### src/rtl/iobuf_pkg.sv
// Shared encodings for the I/O buffer bank: per-channel mode field and channel FSM states.
package iobuf_pkg;

  typedef enum logic [1:0] {
    MODE_IN  = 2'b00,
    MODE_PP  = 2'b01,
    MODE_OD  = 2'b10,
    MODE_RSV = 2'b11
  } mode_e;

  typedef enum logic [1:0] {
    ST_IN    = 2'b00,
    ST_DRAIN = 2'b01,
    ST_TURN  = 2'b10,
    ST_OUT   = 2'b11
  } chan_state_e;

endpackage

### src/rtl/iobuf_chan.sv
// One bidirectional channel: break-before-make direction FSM, settle counter,
// output data register, 2-FF input synchroniser and optional stable-level filter.
module iobuf_chan
  import iobuf_pkg::*;
#(
  parameter int unsigned SETTLE = 4,
  parameter int unsigned FILT   = 0
) (
  input  logic       clk,
  input  logic       rst,
  input  logic [1:0] mode,
  input  logic       dout,
  input  logic       pin_din,
  output logic       din,
  output logic       busy,
  output logic       pin_oe,
  output logic       pin_dout,
  output logic       buf_dir,
  output logic       buf_od
);

  localparam int unsigned CW = $clog2(SETTLE + 1);

  chan_state_e   state_q, state_d;
  logic [CW-1:0] cnt_q, cnt_d;
  logic          tgt_out_q, tgt_out_d;
  logic          tgt_od_q, tgt_od_d;
  logic          pin_oe_q, pin_oe_d;
  logic          buf_dir_q, buf_dir_d;
  logic          buf_od_q, buf_od_d;
  logic          busy_q, busy_d;
  logic          pin_dout_q;
  logic          sync1_q, sync2_q;
  logic          t_out, t_od, cnt_last;

  assign t_out    = (mode == MODE_PP) || (mode == MODE_OD);
  assign t_od     = (mode == MODE_OD);
  assign cnt_last = (cnt_q == CW'(SETTLE - 1));

  // Next-state: target latched on leaving IN/OUT; buffer controls only move at DRAIN end or IN exit
  always_comb begin
    state_d   = state_q;
    cnt_d     = cnt_q;
    tgt_out_d = tgt_out_q;
    tgt_od_d  = tgt_od_q;
    buf_dir_d = buf_dir_q;
    buf_od_d  = buf_od_q;
    unique case (state_q)
      ST_IN: begin
        if (t_out) begin
          tgt_out_d = 1'b1;
          tgt_od_d  = t_od;
          buf_dir_d = 1'b1;
          buf_od_d  = t_od;
          cnt_d     = '0;
          state_d   = ST_TURN;
        end
      end
      ST_OUT: begin
        if (!t_out || (t_od != buf_od_q)) begin
          tgt_out_d = t_out;
          tgt_od_d  = t_od;
          cnt_d     = '0;
          state_d   = ST_DRAIN;
        end
      end
      ST_DRAIN: begin
        if (cnt_last) begin
          buf_dir_d = tgt_out_q;
          buf_od_d  = tgt_od_q;
          cnt_d     = '0;
          state_d   = ST_TURN;
        end else begin
          cnt_d = cnt_q + CW'(1);
        end
      end
      ST_TURN: begin
        if (cnt_last) begin
          cnt_d   = '0;
          state_d = tgt_out_q ? ST_OUT : ST_IN;
        end else begin
          cnt_d = cnt_q + CW'(1);
        end
      end
      default: state_d = ST_IN;
    endcase
    pin_oe_d = (state_d == ST_OUT);
    busy_d   = (state_d == ST_DRAIN) || (state_d == ST_TURN);
  end

  // Channel state and registered pad/buffer controls
  always_ff @(posedge clk or posedge rst) begin
    if (rst) begin
      state_q    <= ST_IN;
      cnt_q      <= '0;
      tgt_out_q  <= 1'b0;
      tgt_od_q   <= 1'b0;
      pin_oe_q   <= 1'b0;
      buf_dir_q  <= 1'b0;
      buf_od_q   <= 1'b0;
      busy_q     <= 1'b0;
      pin_dout_q <= 1'b0;
      sync1_q    <= 1'b0;
      sync2_q    <= 1'b0;
    end else begin
      state_q    <= state_d;
      cnt_q      <= cnt_d;
      tgt_out_q  <= tgt_out_d;
      tgt_od_q   <= tgt_od_d;
      pin_oe_q   <= pin_oe_d;
      buf_dir_q  <= buf_dir_d;
      buf_od_q   <= buf_od_d;
      busy_q     <= busy_d;
      pin_dout_q <= dout;
      sync1_q    <= pin_din;
      sync2_q    <= sync1_q;
    end
  end

  generate
    if (FILT == 0) begin : g_bypass
      assign din = sync2_q;
    end else begin : g_filt
      localparam int unsigned FW = $clog2(FILT + 1);
      logic [FW-1:0] fcnt_q, fcnt_d;
      logic          din_q, din_d;

      // Accept a new level only after it has disagreed with din for FILT cycles in a row
      always_comb begin
        fcnt_d = '0;
        din_d  = din_q;
        if (sync2_q != din_q) begin
          if (fcnt_q == FW'(FILT - 1)) begin
            din_d = sync2_q;
          end else begin
            fcnt_d = fcnt_q + FW'(1);
          end
        end
      end

      // Filter state
      always_ff @(posedge clk or posedge rst) begin
        if (rst) begin
          fcnt_q <= '0;
          din_q  <= 1'b0;
        end else begin
          fcnt_q <= fcnt_d;
          din_q  <= din_d;
        end
      end

      assign din = din_q;
    end
  endgenerate

  assign pin_oe   = pin_oe_q;
  assign pin_dout = pin_dout_q;
  assign buf_dir  = buf_dir_q;
  assign buf_od   = buf_od_q;
  assign busy     = busy_q;

endmodule

### src/rtl/iobuf_bank.sv
// Bank of independent bidirectional channels; slices the packed port buses per channel.
module iobuf_bank
  import iobuf_pkg::*;
#(
  parameter int unsigned CHANNELS = 5,
  parameter int unsigned SETTLE   = 4,
  parameter int unsigned FILT     = 0
) (
  input  logic                  clk,
  input  logic                  rst,
  input  logic [2*CHANNELS-1:0] mode,
  input  logic [CHANNELS-1:0]   dout,
  output logic [CHANNELS-1:0]   din,
  output logic [CHANNELS-1:0]   busy,
  output logic [CHANNELS-1:0]   pin_oe,
  output logic [CHANNELS-1:0]   pin_dout,
  input  logic [CHANNELS-1:0]   pin_din,
  output logic [CHANNELS-1:0]   buf_dir,
  output logic [CHANNELS-1:0]   buf_od
);

  genvar i;
  generate
    for (i = 0; i < CHANNELS; i++) begin : g_chan
      iobuf_chan #(
        .SETTLE (SETTLE),
        .FILT   (FILT)
      ) u_chan (
        .clk      (clk),
        .rst      (rst),
        .mode     (mode[2*i +: 2]),
        .dout     (dout[i]),
        .pin_din  (pin_din[i]),
        .din      (din[i]),
        .busy     (busy[i]),
        .pin_oe   (pin_oe[i]),
        .pin_dout (pin_dout[i]),
        .buf_dir  (buf_dir[i]),
        .buf_od   (buf_od[i])
      );
    end
  endgenerate

endmodule

### config.mk
export PLATFORM = sky130hd
export DESIGN_NAME = iobuf_bank
export DESIGN_NICKNAME = d
export VERILOG_FILES = /design/src/rtl/iobuf_pkg.sv /design/src/rtl/iobuf_chan.sv /design/src/rtl/iobuf_bank.sv
export SDC_FILE = /design/constraint.sdc
export NUM_CORES = 1
export LEC_CHECK = 0
export CELL_PAD_IN_SITES_DETAIL_PLACEMENT = 1
export CELL_PAD_IN_SITES_GLOBAL_PLACEMENT = 1
export CORE_UTILIZATION = 43
export DETAILED_ROUTE_END_ITERATION = 10
export PLACE_DENSITY_LB_ADDON = 0.08
export REMOVE_ABC_BUFFERS = 1
export SETUP_SLACK_MARGIN = 0.2
export SYNTH_ARGS = -nofsm -noshare
export SYNTH_HDL_FRONTEND = slang
export SYNTH_SLANG_ARGS = --single-unit
### constraint.sdc
create_clock -name clk -period 2.9 [get_ports clk]
set_input_delay 0.435 -clock clk [delete_from_list [all_inputs] [get_ports clk]]
set_output_delay 0.435 -clock clk [all_outputs]
set_load 0.005 [all_outputs]
==> flow_results.xml, run 1 <==
<?xml version="1.0" encoding="UTF-8"?>
<metrics>
  <group name="outcome">
    <metric name="run_status" unit="">complete, no violations</metric>
  </group>
  <group name="hold_path">
    <metric name="hold_path_end" unit="">g_chan[1].u_chan.din$_DFF_PP0_</metric>
    <metric name="hold_path_depth" unit="">0</metric>
    <metric name="timing.hold.worst.start" unit="">g_chan[1].u_chan.sync1_q$_DFF_PP0_</metric>
    <metric name="hold_path.class" unit="">flip-flop to flip-flop</metric>
  </group>
  <group name="finish">
    <metric name="post_route_cells_drive_above_1_share" unit="%">8.02</metric>
    <metric name="largest-register" unit="">g_chan.u_chan.cnt_q</metric>
    <metric name="antennaDiodeCount" unit="">0</metric>
    <metric name="nets" unit="">481</metric>
    <metric name="largest_register_ffs" unit="">15</metric>
    <metric name="finish.cell_count_without_fillers" unit="">532</metric>
    <metric name="layout.cell_area.non_filler" unit="sq mm">0.00453</metric>
    <metric name="area_growth_from_synthesis_to_final_layout" unit="%">15.8</metric>
    <metric name="layout_top_registers" unit="">g_chan.u_chan.cnt_q x15, g_chan.u_chan.state_q x10</metric>
  </group>
  <group name="place">
    <metric name="placed_area" unit="sq mm">0.00433</metric>
    <metric name="dp_worst_setup_slack" unit="ps">509</metric>
    <metric name="post-dp-hpwl" unit="um">6220</metric>
    <metric name="io_buffers" unit="">51</metric>
    <metric name="placed_cells_incl_taps" unit="">516</metric>
    <metric name="finalWeightedCongestion" unit="">0.826</metric>
  </group>
  <group name="yosys">
    <metric name="synth_area_leader" unit="">dfrtp_1</metric>
    <metric name="postSynthAreaPerCell" unit="sq um">10.0</metric>
    <metric name="synth_top_flop_cell" unit="">dfrtp_1</metric>
    <metric name="number_of_flops_mapped_to_enable_cells_by_yosys" unit="">0</metric>
    <metric name="ys_seq_elements" unit="">70</metric>
    <metric name="synthDistinctLibCells" unit="">49</metric>
    <metric name="synth_largest_type_area_fraction" unit="%">44.8</metric>
    <metric name="synthesized_netlist_cell_count" unit="">389</metric>
    <metric name="synth-seq-area-share" unit="%">44.8</metric>
    <metric name="yosysWarningCount" unit="">0</metric>
    <metric name="ys_top_cells_by_area" unit="">dfrtp_1, ha_1, buf_4</metric>
    <metric name="post_syn_area" unit="sq mm">0.00391</metric>
    <metric name="synthArstFlopShare" unit="%">100</metric>
  </group>
  <group name="timing">
    <metric name="hold_viol" unit="">0</metric>
    <metric name="max-slew-margin-rel" unit="%">64.5</metric>
    <metric name="final.setup_skew" unit="ps">8.21</metric>
    <metric name="rsz0062_at_grt" unit="">no</metric>
    <metric name="final_period_minus_worst_setup_slack" unit="ps">2050</metric>
    <metric name="setup_total_negative_slack" unit="ps">0</metric>
    <metric name="drv_slew" unit="">0</metric>
    <metric name="finalCritPeriodShare" unit="%">70.8</metric>
    <metric name="report.final.setup_viol" unit="">0</metric>
    <metric name="layout_setup_ws" unit="ps">846</metric>
    <metric name="worst-slew-pin-transition" unit="ps">529</metric>
    <metric name="max_freq" unit="MHz">487</metric>
  </group>
  <group name="critical_path">
    <metric name="number_of_buffers_and_inverters_on_the_critical_path" unit="">2</metric>
    <metric name="worst_reg2reg_path_length_in_cells" unit="">6</metric>
    <metric name="worst-path-max-fanout" unit="">9</metric>
    <metric name="reg2reg_end" unit="">g_chan[3].u_chan.busy$_DFF_PP0_</metric>
    <metric name="critPathArrivalTime" unit="ps">2280</metric>
    <metric name="crit_path_cell_trace" unit="">clkdlybuf4s50_1, inv_1, ha_1, mux2_2, a21o_1, a32oi_1, ha_1</metric>
    <metric name="worstSetupEndpointType" unit="">flip-flop</metric>
    <metric name="timing.rr.start" unit="">g_chan[3].u_chan.state_q[0]$_DFF_PP0_</metric>
    <metric name="criticalPathCategory" unit="">input port to flip-flop</metric>
    <metric name="cp_data_required_time" unit="ps">3120</metric>
    <metric name="cp_common_cell" unit="">ha_1</metric>
    <metric name="rrSetupSlack" unit="ps">940</metric>
    <metric name="slowest_cell_on_the_critical_path" unit="">clkdlybuf4s50_1</metric>
    <metric name="worst_path_dominant_cell_family" unit="">adder cells</metric>
    <metric name="kind_of_launch_point_of_the_worst_setup_path" unit="">input port</metric>
    <metric name="critical-path-max-stage-delay" unit="ps">450</metric>
  </group>
  <group name="cts">
    <metric name="clock_transition_at_the_register_clock_pins_on_the_worst_setup_and_hold_paths_after_cts" unit="ps">80</metric>
    <metric name="h-tree-depth" unit="">3</metric>
    <metric name="clock_tree_from_tritoncts" unit="">built</metric>
    <metric name="holdBufCountCts" unit="">0</metric>
    <metric name="insertion_delay" unit="ps">330</metric>
    <metric name="clk_root_buffer_cell" unit="">clkbuf_8</metric>
    <metric name="cts_resized" unit="">0</metric>
    <metric name="post_cts.repair.setup_buffers" unit="">0</metric>
    <metric name="clock_tree.buffer_depth" unit="">2</metric>
    <metric name="cts_inserted_buffers" unit="">9</metric>
    <metric name="numClockSinks" unit="">70</metric>
  </group>
  <group name="detailed_routing">
    <metric name="ant_nets" unit="">0</metric>
    <metric name="initialDrtViolationCount" unit="">40</metric>
    <metric name="vias" unit="">2877</metric>
    <metric name="wire_length_reported_by_the_detailed_router" unit="um">8130</metric>
    <metric name="route.detailed.drc" unit="">0</metric>
    <metric name="drt_first_pass_iters" unit="">4</metric>
    <metric name="vias_per_cell" unit="">5.41</metric>
    <metric name="avgRoutedWirePerCell" unit="um">15.3</metric>
  </group>
  <group name="grt">
    <metric name="grt_max_degree" unit="">41</metric>
    <metric name="grt_antenna_before_repair" unit="">0</metric>
    <metric name="grt_pass1_vias" unit="">3115</metric>
    <metric name="grt_remaining_overflow" unit="">0</metric>
    <metric name="grt_pass1_wl" unit="um">14600</metric>
    <metric name="grtUsageTotal" unit="%">19.0</metric>
  </group>
  <group name="die">
    <metric name="initial_utilization" unit="%">44.6</metric>
    <metric name="dieHeight" unit="um">97.3</metric>
    <metric name="die_area" unit="sq mm">0.00948</metric>
    <metric name="core_area" unit="sq mm">0.00876</metric>
    <metric name="placementRows" unit="">34</metric>
    <metric name="die_x" unit="um">97.3</metric>
    <metric name="boundaryPins" unit="">52</metric>
  </group>
  <group name="pwr">
    <metric name="p_leak" unit="nW">2.05</metric>
    <metric name="p_per_area" unit="mW/mm^2">937</metric>
    <metric name="p_sw" unit="mW">1.65</metric>
    <metric name="clock_power_share" unit="%">17.7</metric>
    <metric name="comb_power_share" unit="%">47.0</metric>
    <metric name="p_seq_share" unit="%">35.3</metric>
    <metric name="vdd.ir_drop.worst" unit="mV">0.441</metric>
    <metric name="p_sw_share" unit="%">38.9</metric>
    <metric name="p_int" unit="mW">2.59</metric>
    <metric name="total_power" unit="mW">4.24</metric>
  </group>
  <group name="run">
    <metric name="drv.max_cap_violation_count" unit="">0</metric>
  </group>
</metrics>
-- cell usage after synthesis (2+ instances only) --
cell and number:
dfrtp_1 70, ha_1 40, o21ai_0 35, buf_4 30, nand2_1 29, a21oi_1 27
nor2_1 26, inv_1 24, nor2b_1 10, o21a_1 10, mux2_2 7, nand2b_1 7
nand3_1 6, nor3_1 6, o22ai_1 6, a21o_1 5, o2bb2ai_1 4, a22o_1 3
a32oi_1 3, mux2i_1 3, xnor2_1 3, buf_2 2, nor3b_1 2, o21ai_1 2
o221a_2 2, o221ai_1 2, or2_2 2, xor2_1 2
-- worst reg2reg max path, cell delays in order, from the launching register on --
cell and delay (ps):
dfrtp_1 450, inv_1 140, ha_1 260, mux2_2 360
a21o_1 150, a32oi_1 220, ha_1 270
-- logic make-up after synthesis --
family	share of synthesized area, %
xor gates and xnor gates	1.12
AOI/OAI and AO/OA	17.8
muxes	3.17
adders and majority gates	12.8
and+or+nand+nor	11.6
DFF	44.8
buffers and inverters	8.71
-- metrics by stage --
stage | util [%] | hold WS, ps
6_report | 51.7 | 357
5_1_grt | 51.7 | 365
4_1_cts | 51.7 | 362
3_5_place_dp | 49.4 | 337
3_3_place_gp | 49.4 | 331
2_1_floorplan | - | 331
-- placed cells by master (no fill, tap or decap), types with 2 or more instances in the layout --
cell type	n
a21o_1	5
a21oi_1	27
a22o_1	3
a32oi_1	3
clkbuf_8	12
clkdlybuf4s50_1	51
clkinv_4	2
dfrtp_1	70
ha_1	40
inv_1	23
mux2_2	7
mux2i_1	3
nand2_1	29
nand2b_1	7
nand3_1	6
nor2_1	26
nor2b_1	10
nor3_1	6
nor3b_1	2
o21a_1	10
o21ai_0	35
o21ai_1	2
o221a_2	2
o221ai_1	2
o22ai_1	6
o2bb2ai_1	4
or2_2	2
xnor2_1	3
xor2_1	2
-- metal layers --
layer	vias up	wire, um	track usage (%)
met3	4	329	4.32
met1	1427	3900	24.6
li1	1391	-	-
met5	-	0	0
met4	0	50	6.22
met2	55	3850	31.5
-- cell type report --
type                    instances  area, sq um
clock inverters                 4         30.0
fillers                       989         4240
inverters                      24         90.1
repair buffers                 53          538
multi-input cells             261         1820
clock buffers                  12          165
well taps                     108          135
flip-flops and latches         70         1750
-- worst max-delay path by stage --
stage | start | to | slack (ps) | cells after the start
floorplan | rst | g_chan[0].u_chan.buf_dir$_DFFE_PP0P_ | 700 | 1
global placement | mode[6] | g_chan[3].u_chan.busy$_DFF_PP0_ | 560 | 7
detailed placement | mode[6] | g_chan[3].u_chan.busy$_DFF_PP0_ | 510 | 7
CTS | mode[6] | g_chan[3].u_chan.busy$_DFF_PP0_ | 870 | 7
global route | mode[0] | g_chan[0].u_chan.busy$_DFF_PP0_ | 770 | 8
finish | mode[6] | g_chan[3].u_chan.busy$_DFF_PP0_ | 850 | 7
-- power groups by stage --
stage | Combinational (mW) | Clock, mW | Sequential [mW]
6_report | 1.99 | 0.749 | 1.50
5_1_grt | 2.30 | 0.817 | 1.54
4_1_cts | 2.02 | 0.773 | 1.50
3_5_place_dp | 2.01 | 0 | 1.52
3_3_place_gp | 1.93 | 0 | 1.50
2_1_floorplan | 1.39 | 0 | 1.47
No activity file was read; power rests on OpenSTA's default activity.
==> inputs of run 2 (changes only) <==
Clock period 2.9 ns to 2 ns, I/O delays scaled along.
==> flow_results.xml, run 2 (synthesis gave the netlist of run 1 again) <==
<?xml version="1.0" encoding="UTF-8"?>
<metrics>
  <group name="cts">
    <metric name="clk_root_buffer_cell" unit="">clkbuf_8</metric>
    <metric name="clock_tree.buffer_depth" unit="">2</metric>
    <metric name="cts_inserted_buffers" unit="">9</metric>
    <metric name="holdBufCountCts" unit="">0</metric>
    <metric name="clock_transition_at_the_register_clock_pins_on_the_worst_setup_and_hold_paths_after_cts" unit="ps">80</metric>
    <metric name="insertion_delay" unit="ps">340</metric>
    <metric name="clock_tree_from_tritoncts" unit="">built</metric>
    <metric name="numClockSinks" unit="">70</metric>
    <metric name="h-tree-depth" unit="">3</metric>
  </group>
  <group name="finish">
    <metric name="finish.cell_count_without_fillers" unit="">563</metric>
    <metric name="area_growth_from_synthesis_to_final_layout" unit="%">24.8</metric>
    <metric name="layout_top_registers" unit="">g_chan.u_chan.cnt_q x15, g_chan.u_chan.state_q x10</metric>
    <metric name="register_area" unit="sq mm">0.00175</metric>
    <metric name="area_taken_by_multi_input_logic_gates" unit="sq mm">0.00194</metric>
    <metric name="mostFrequentLayoutCell" unit="">dfrtp_1</metric>
    <metric name="nets" unit="">512</metric>
    <metric name="post_route_cells_drive_above_1_share" unit="%">20.7</metric>
    <metric name="fillCellCount" unit="">978</metric>
    <metric name="commonest_cells_after_routing_fill_and_taps_aside" unit="">dfrtp_1, clkdlybuf4s50_1, o21ai_0, buf_4, nand2_1</metric>
    <metric name="largest_register_ffs" unit="">15</metric>
    <metric name="antennaDiodeCount" unit="">0</metric>
    <metric name="largest-register" unit="">g_chan.u_chan.cnt_q</metric>
  </group>
  <group name="hold_path">
    <metric name="hold_path.class" unit="">input port to async pin</metric>
  </group>
  <group name="detailed_routing">
    <metric name="vias" unit="">3009</metric>
    <metric name="drt_first_pass_iters" unit="">4</metric>
    <metric name="avgRoutedWirePerCell" unit="um">15.7</metric>
    <metric name="route.detailed.drc" unit="">0</metric>
    <metric name="wire_length_reported_by_the_detailed_router" unit="um">8820</metric>
    <metric name="initialDrtViolationCount" unit="">50</metric>
    <metric name="ant_nets" unit="">0</metric>
    <metric name="vias_per_cell" unit="">5.34</metric>
  </group>
  <group name="critical_path">
    <metric name="cp.depth" unit="">6</metric>
    <metric name="worst_path_dominant_cell_family" unit="">compound AO/OA/AOI/OAI gates</metric>
    <metric name="critical-path-max-stage-delay" unit="ps">420</metric>
    <metric name="timing.rr.start" unit="">g_chan[3].u_chan.state_q[0]$_DFF_PP0_</metric>
    <metric name="kind_of_launch_point_of_the_worst_setup_path" unit="">flip-flop</metric>
    <metric name="worst_reg2reg_path_length_in_cells" unit="">6</metric>
    <metric name="rrSetupSlack" unit="ps">260</metric>
    <metric name="cp_data_required_time" unit="ps">2230</metric>
    <metric name="worstSetupEndpointType" unit="">flip-flop</metric>
    <metric name="worst-path-max-fanout" unit="">9</metric>
    <metric name="worst_setup_path_endpoint" unit="">g_chan[3].u_chan.busy$_DFF_PP0_</metric>
    <metric name="criticalPathCategory" unit="">flip-flop to flip-flop</metric>
    <metric name="number_of_buffers_and_inverters_on_the_critical_path" unit="">1</metric>
    <metric name="crit_path_cell_trace" unit="">buf_4, ha_2, a311o_1, a21oi_2, a21oi_1, ha_1</metric>
    <metric name="reg2reg_end" unit="">g_chan[3].u_chan.busy$_DFF_PP0_</metric>
    <metric name="critPathLaunch" unit="">g_chan[3].u_chan.state_q[0]$_DFF_PP0_</metric>
    <metric name="critPathArrivalTime" unit="ps">1970</metric>
    <metric name="slowest_cell_on_the_critical_path" unit="">dfrtp_1</metric>
  </group>
  <group name="timing">
    <metric name="hold-worst-slack" unit="ps">356</metric>
    <metric name="finalCritPeriodShare" unit="%">87.0</metric>
    <metric name="layout_setup_ws" unit="ps">259</metric>
    <metric name="report.final.setup_viol" unit="">0</metric>
    <metric name="rsz0062_at_grt" unit="">yes</metric>
    <metric name="final.setup_skew" unit="ps">5.86</metric>
    <metric name="max-slew-margin-rel" unit="%">72.2</metric>
    <metric name="max_freq" unit="MHz">574</metric>
    <metric name="setup_total_negative_slack" unit="ps">0</metric>
    <metric name="hold_viol" unit="">0</metric>
    <metric name="final_period_minus_worst_setup_slack" unit="ps">1740</metric>
    <metric name="worst-slew-pin-transition" unit="ps">412</metric>
    <metric name="drv_slew" unit="">0</metric>
  </group>
  <group name="pwr">
    <metric name="vdd.ir_drop.worst" unit="mV">0.687</metric>
    <metric name="p_leak" unit="nW">2.19</metric>
    <metric name="total_power" unit="mW">6.62</metric>
    <metric name="p_per_area" unit="mW/mm^2">1360</metric>
  </group>
  <group name="place">
    <metric name="io_buffers" unit="">51</metric>
    <metric name="post-dp-hpwl" unit="um">6390</metric>
    <metric name="placed_cells_incl_taps" unit="">535</metric>
    <metric name="finalWeightedCongestion" unit="">0.780</metric>
    <metric name="dp_worst_setup_slack" unit="ps">-179</metric>
  </group>
  <group name="grt">
    <metric name="grt_pass1_wl" unit="um">14800</metric>
    <metric name="grt_antenna_before_repair" unit="">0</metric>
    <metric name="grt_max_degree" unit="">71</metric>
    <metric name="grtUsageTotal" unit="%">19.4</metric>
    <metric name="grt_remaining_overflow" unit="">0</metric>
    <metric name="grt_pass1_vias" unit="">3184</metric>
  </group>
  <group name="run">
    <metric name="drv.max_cap_violation_count" unit="">0</metric>
  </group>
  <group name="die">
    <metric name="boundaryPins" unit="">52</metric>
    <metric name="initial_utilization" unit="%">44.6</metric>
    <metric name="die_x" unit="um">97.3</metric>
    <metric name="placementRows" unit="">34</metric>
    <metric name="dieHeight" unit="um">97.3</metric>
    <metric name="core_area" unit="sq mm">0.00876</metric>
    <metric name="die_area" unit="sq mm">0.00948</metric>
  </group>
  <group name="outcome">
    <metric name="run_status" unit="">complete, no violations</metric>
  </group>
</metrics>
## run 2: repair_timing
action,in CTS,in global routing
resized for setup,9,26
buffers inserted,4,8
pin swaps,0,2
setup endpoints to repair,5,13
## run 2: report_power, final
part | switching (mW) | internal [mW] | total (mW)
Combinational | 1.67 | 1.68 | 3.36
Clock | 0.537 | 0.549 | 1.09
Sequential | 0.347 | 1.83 | 2.18
## run 2: tightest hold or removal path, stage by stage
cell and delay, ps:
clkdlybuf4s50_1 420, inv_2 80, buf_12 320
## run 2: cell type report
type	instances	share of cell area [%]
multi-input cells	261	39.9
flip-flops and latches	70	35.9
repair buffers	84	15.8
clock buffers	13	3.46
well taps	108	2.77
inverters	24	1.85
clock inverters	3	0.359
## run 2: per-stage QoR
| stage | utilization [%] | cell area (sq um) |
|---|---|---|
| 6_report | 55.7 | 4880 |
| 5_1_grt | 55.7 | 4880 |
| 4_1_cts | 53.9 | 4730 |
| 3_5_place_dp | 51.1 | 4470 |
| 3_3_place_gp | 51.1 | 4470 |
| 2_1_floorplan | - | 3660 |
## run 2: layer usage
metal	vias up	track usage (%)	part of all wire, %
met5	-	0	0
met3	9	3.96	3.3
li1	1445	-	-
met2	47	33.1	49
met1	1508	24.4	46
met4	0	7.13	1.4
## run 2: worst min-delay path by stage
stage | slack (ps) | end | from
6_report | 360 | g_chan[3].u_chan.tgt_od_q$_DFFE_PP0P_ | rst
5_1_grt | 370 | g_chan[0].u_chan.din$_DFF_PP0_ | g_chan[0].u_chan.sync1_q$_DFF_PP0_
3_3_place_gp | 330 | g_chan[4].u_chan.din$_DFF_PP0_ | g_chan[4].u_chan.sync1_q$_DFF_PP0_
4_1_cts | 360 | g_chan[1].u_chan.din$_DFF_PP0_ | g_chan[1].u_chan.sync1_q$_DFF_PP0_
2_1_floorplan | 330 | g_chan[0].u_chan.din$_DFF_PP0_ | g_chan[0].u_chan.sync1_q$_DFF_PP0_
3_5_place_dp | 350 | g_chan[0].u_chan.din$_DFF_PP0_ | g_chan[0].u_chan.sync1_q$_DFF_PP0_
==> inputs of run 3 (changes only) <==
Settings changed: CORE_UTILIZATION 43 to 39, PLACE_DENSITY_LB_ADDON 0.08 to 0.1.
Clock period 2 ns to 1.43 ns, I/O delays scaled along.
==> flow_results.xml, run 3 (synthesis gave the netlist of run 1 again) <==
<?xml version="1.0" encoding="UTF-8"?>
<metrics>
  <group name="grt">
    <metric name="grt_max_degree" unit="">34</metric>
    <metric name="grtUsageTotal" unit="%">26.5</metric>
    <metric name="grt_remaining_overflow" unit="">0</metric>
    <metric name="grt_antenna_before_repair" unit="">0</metric>
    <metric name="grt_pass1_wl" unit="um">20700</metric>
    <metric name="grt_pass1_vias" unit="">4107</metric>
  </group>
  <group name="finish">
    <metric name="area_growth_from_synthesis_to_final_layout" unit="%">83.1</metric>
    <metric name="largest_register_ffs" unit="">15</metric>
    <metric name="finish.cell_count_without_fillers" unit="">730</metric>
    <metric name="commonest_cells_after_routing_fill_and_taps_aside" unit="">buf_4, buf_6, dfrtp_1</metric>
    <metric name="antennaDiodeCount" unit="">0</metric>
    <metric name="layout_top_registers" unit="">g_chan.u_chan.cnt_q x15, g_chan.u_chan.state_q x10</metric>
    <metric name="final_core_utilization" unit="%">73.6</metric>
    <metric name="fillCellCount" unit="">938</metric>
    <metric name="mostFrequentLayoutCell" unit="">buf_4</metric>
    <metric name="largest-register" unit="">g_chan.u_chan.cnt_q</metric>
    <metric name="nets" unit="">654</metric>
    <metric name="post_route_cells_drive_above_1_share" unit="%">61.0</metric>
  </group>
  <group name="timing">
    <metric name="hold_viol" unit="">0</metric>
    <metric name="rsz0062_at_grt" unit="">yes</metric>
    <metric name="layout_setup_ws" unit="ps">-419</metric>
    <metric name="max-slew-margin-rel" unit="%">68.3</metric>
    <metric name="report.final.setup_viol" unit="">55</metric>
    <metric name="max_freq" unit="MHz">541</metric>
    <metric name="setup_total_negative_slack" unit="ps">-10240</metric>
    <metric name="final.setup_skew" unit="ps">17.0</metric>
    <metric name="hold-worst-slack" unit="ps">123</metric>
    <metric name="worst-slew-pin-transition" unit="ps">470</metric>
    <metric name="drv_slew" unit="">0</metric>
    <metric name="finalCritPeriodShare" unit="%">129</metric>
    <metric name="final_period_minus_worst_setup_slack" unit="ps">1850</metric>
  </group>
  <group name="pwr">
    <metric name="vdd.ir_drop.worst" unit="mV">1.32</metric>
    <metric name="p_per_area" unit="mW/mm^2">2190</metric>
    <metric name="p_leak" unit="nW">3.18</metric>
  </group>
  <group name="critical_path">
    <metric name="worstSetupEndpointType" unit="">flip-flop</metric>
    <metric name="crit_path_cell_trace" unit="">inv_2, buf_6, ha_4, buf_6, buf_6, o21ai_0, o21ai_1</metric>
    <metric name="timing.rr.start" unit="">g_chan[4].u_chan.state_q[1]$_DFF_PP0_</metric>
    <metric name="critical-path-max-stage-delay" unit="ps">440</metric>
    <metric name="cp_data_required_time" unit="ps">1640</metric>
    <metric name="slowest_cell_on_the_critical_path" unit="">dfrtp_1</metric>
    <metric name="critPathLaunch" unit="">g_chan[4].u_chan.state_q[1]$_DFF_PP0_</metric>
    <metric name="critPathArrivalTime" unit="ps">2060</metric>
    <metric name="cp_common_cell" unit="">buf_6</metric>
    <metric name="worst-path-max-fanout" unit="">3</metric>
    <metric name="criticalPathCategory" unit="">flip-flop to flip-flop</metric>
    <metric name="kind_of_launch_point_of_the_worst_setup_path" unit="">flip-flop</metric>
  </group>
  <group name="die">
    <metric name="boundaryPins" unit="">52</metric>
    <metric name="core_area" unit="sq mm">0.00973</metric>
    <metric name="placementRows" unit="">36</metric>
    <metric name="die_x" unit="um">102</metric>
    <metric name="die_area" unit="sq mm">0.0104</metric>
    <metric name="dieHeight" unit="um">102</metric>
    <metric name="initial_utilization" unit="%">40.2</metric>
  </group>
  <group name="place">
    <metric name="dp_worst_setup_slack" unit="ps">-666</metric>
    <metric name="io_buffers" unit="">51</metric>
    <metric name="finalWeightedCongestion" unit="">0.821</metric>
    <metric name="post-dp-hpwl" unit="um">7480</metric>
    <metric name="placed_cells_incl_taps" unit="">637</metric>
  </group>
  <group name="cts">
    <metric name="insertion_delay" unit="ps">360</metric>
    <metric name="clk_root_buffer_cell" unit="">clkbuf_8</metric>
    <metric name="numClockSinks" unit="">70</metric>
    <metric name="cts_inserted_buffers" unit="">9</metric>
    <metric name="h-tree-depth" unit="">3</metric>
    <metric name="clock_transition_at_the_register_clock_pins_on_the_worst_setup_and_hold_paths_after_cts" unit="ps">90</metric>
    <metric name="clock_tree.buffer_depth" unit="">2</metric>
    <metric name="clock_tree_from_tritoncts" unit="">built</metric>
  </group>
  <group name="detailed_routing">
    <metric name="initialDrtViolationCount" unit="">133</metric>
    <metric name="met2RoutedLength" unit="um">10300</metric>
    <metric name="highest-signal-layer" unit="">met4</metric>
    <metric name="avgRoutedWirePerCell" unit="um">26.5</metric>
    <metric name="wl_met3" unit="um">883</metric>
    <metric name="ant_nets" unit="">0</metric>
    <metric name="wire_length_reported_by_the_detailed_router" unit="um">19400</metric>
    <metric name="met1Wirelength" unit="um">7390</metric>
    <metric name="drt_first_pass_iters" unit="">4</metric>
    <metric name="vias_per_cell" unit="">5.52</metric>
    <metric name="vias" unit="">4026</metric>
    <metric name="route.detailed.drc" unit="">0</metric>
  </group>
  <group name="run">
    <metric name="drv.max_cap_violation_count" unit="">0</metric>
  </group>
  <group name="outcome">
    <metric name="violations_in_the_final_reports" unit="">setup timing</metric>
    <metric name="run_status" unit="">complete, but fails checks</metric>
  </group>
  <group name="hold_path">
    <metric name="hold_path.class" unit="">input port to async pin</metric>
  </group>
</metrics>
[run 3: power by group]
part | total, mW | internal [mW] | switching (mW) | leakage [nW]
clock | 1.58 | 0.673 | 0.903 | 0.0861
combinational | 10.9 | 5.61 | 5.30 | 2.25
sequential | 3.16 | 2.56 | 0.595 | 0.844
total | 15.6 | 8.85 | 6.80 | 3.18
[run 3: what timing repair did]
item / 4_1_cts / 5_1_grt
hold buffers: 0 / 0
setup buffers: 46 / 31
gates resized for setup: 288 / 99
pin swaps: 71 / 49
setup endpoints to repair: 85 / 72
[run 3: layout make-up]
class / instances / area, sq um / area share [%]
clock inverter: 4 / 22.5 / 0.315
sequential: 70 / 1750 / 24.5
multi-input combinational: 261 / 2860 / 39.9
timing repair buffer: 226 / 2110 / 29.5
tap: 133 / 166 / 2.32
inverter: 24 / 97.6 / 1.36
clock buffer: 12 / 145 / 2.03
[run 3: worst paths after layout]
kind                                                          to  slack, ps  cells past startpoint
setup / recovery           g_chan[4].u_chan.tgt_od_q$_DFFE_PP0P_       -420                      7
hold / removal                g_chan[1].u_chan.sync1_q$_DFF_PP0_        120                      2
setup reg to reg           g_chan[4].u_chan.tgt_od_q$_DFFE_PP0P_       -420                      7
hold reg to reg                   g_chan[2].u_chan.din$_DFF_PP0_        370                      0
max in group asynchronous  g_chan[0].u_chan.state_q[1]$_DFF_PP0_        800                      3
min in group clk             g_chan[2].u_chan.pin_dout$_DFF_PP0_        290                      1
[run 3: worst max-delay path, delay by kind of cell (launching register included)]
kind	cells	cell delay (ps)
flip-flops	1	440
adder cells (fa/ha/maj)	1	170
AO/OA/AOI/OAI	2	580
buffers and inverters	4	500
[run 3: metrics by stage]
stage                     power [mW]  instance area, sq um
after floorplan                 5.79                  3660
after global placement          8.20                  5100
after detailed placement        8.50                  5100
after CTS                       12.4                  6470
after global routing            16.2                  7160
final                           15.6                  7160
[run 3: per-layer routing]
| layer | global-route usage [%] | vias to the layer above |
|---|---|---|
| met5 | 0 | - |
| li1 | - | 1743 |
| met2 | 49.8 | 143 |
| met3 | 3.21 | 63 |
| met1 | 30.5 | 2077 |
| met4 | 10.4 | 0 |
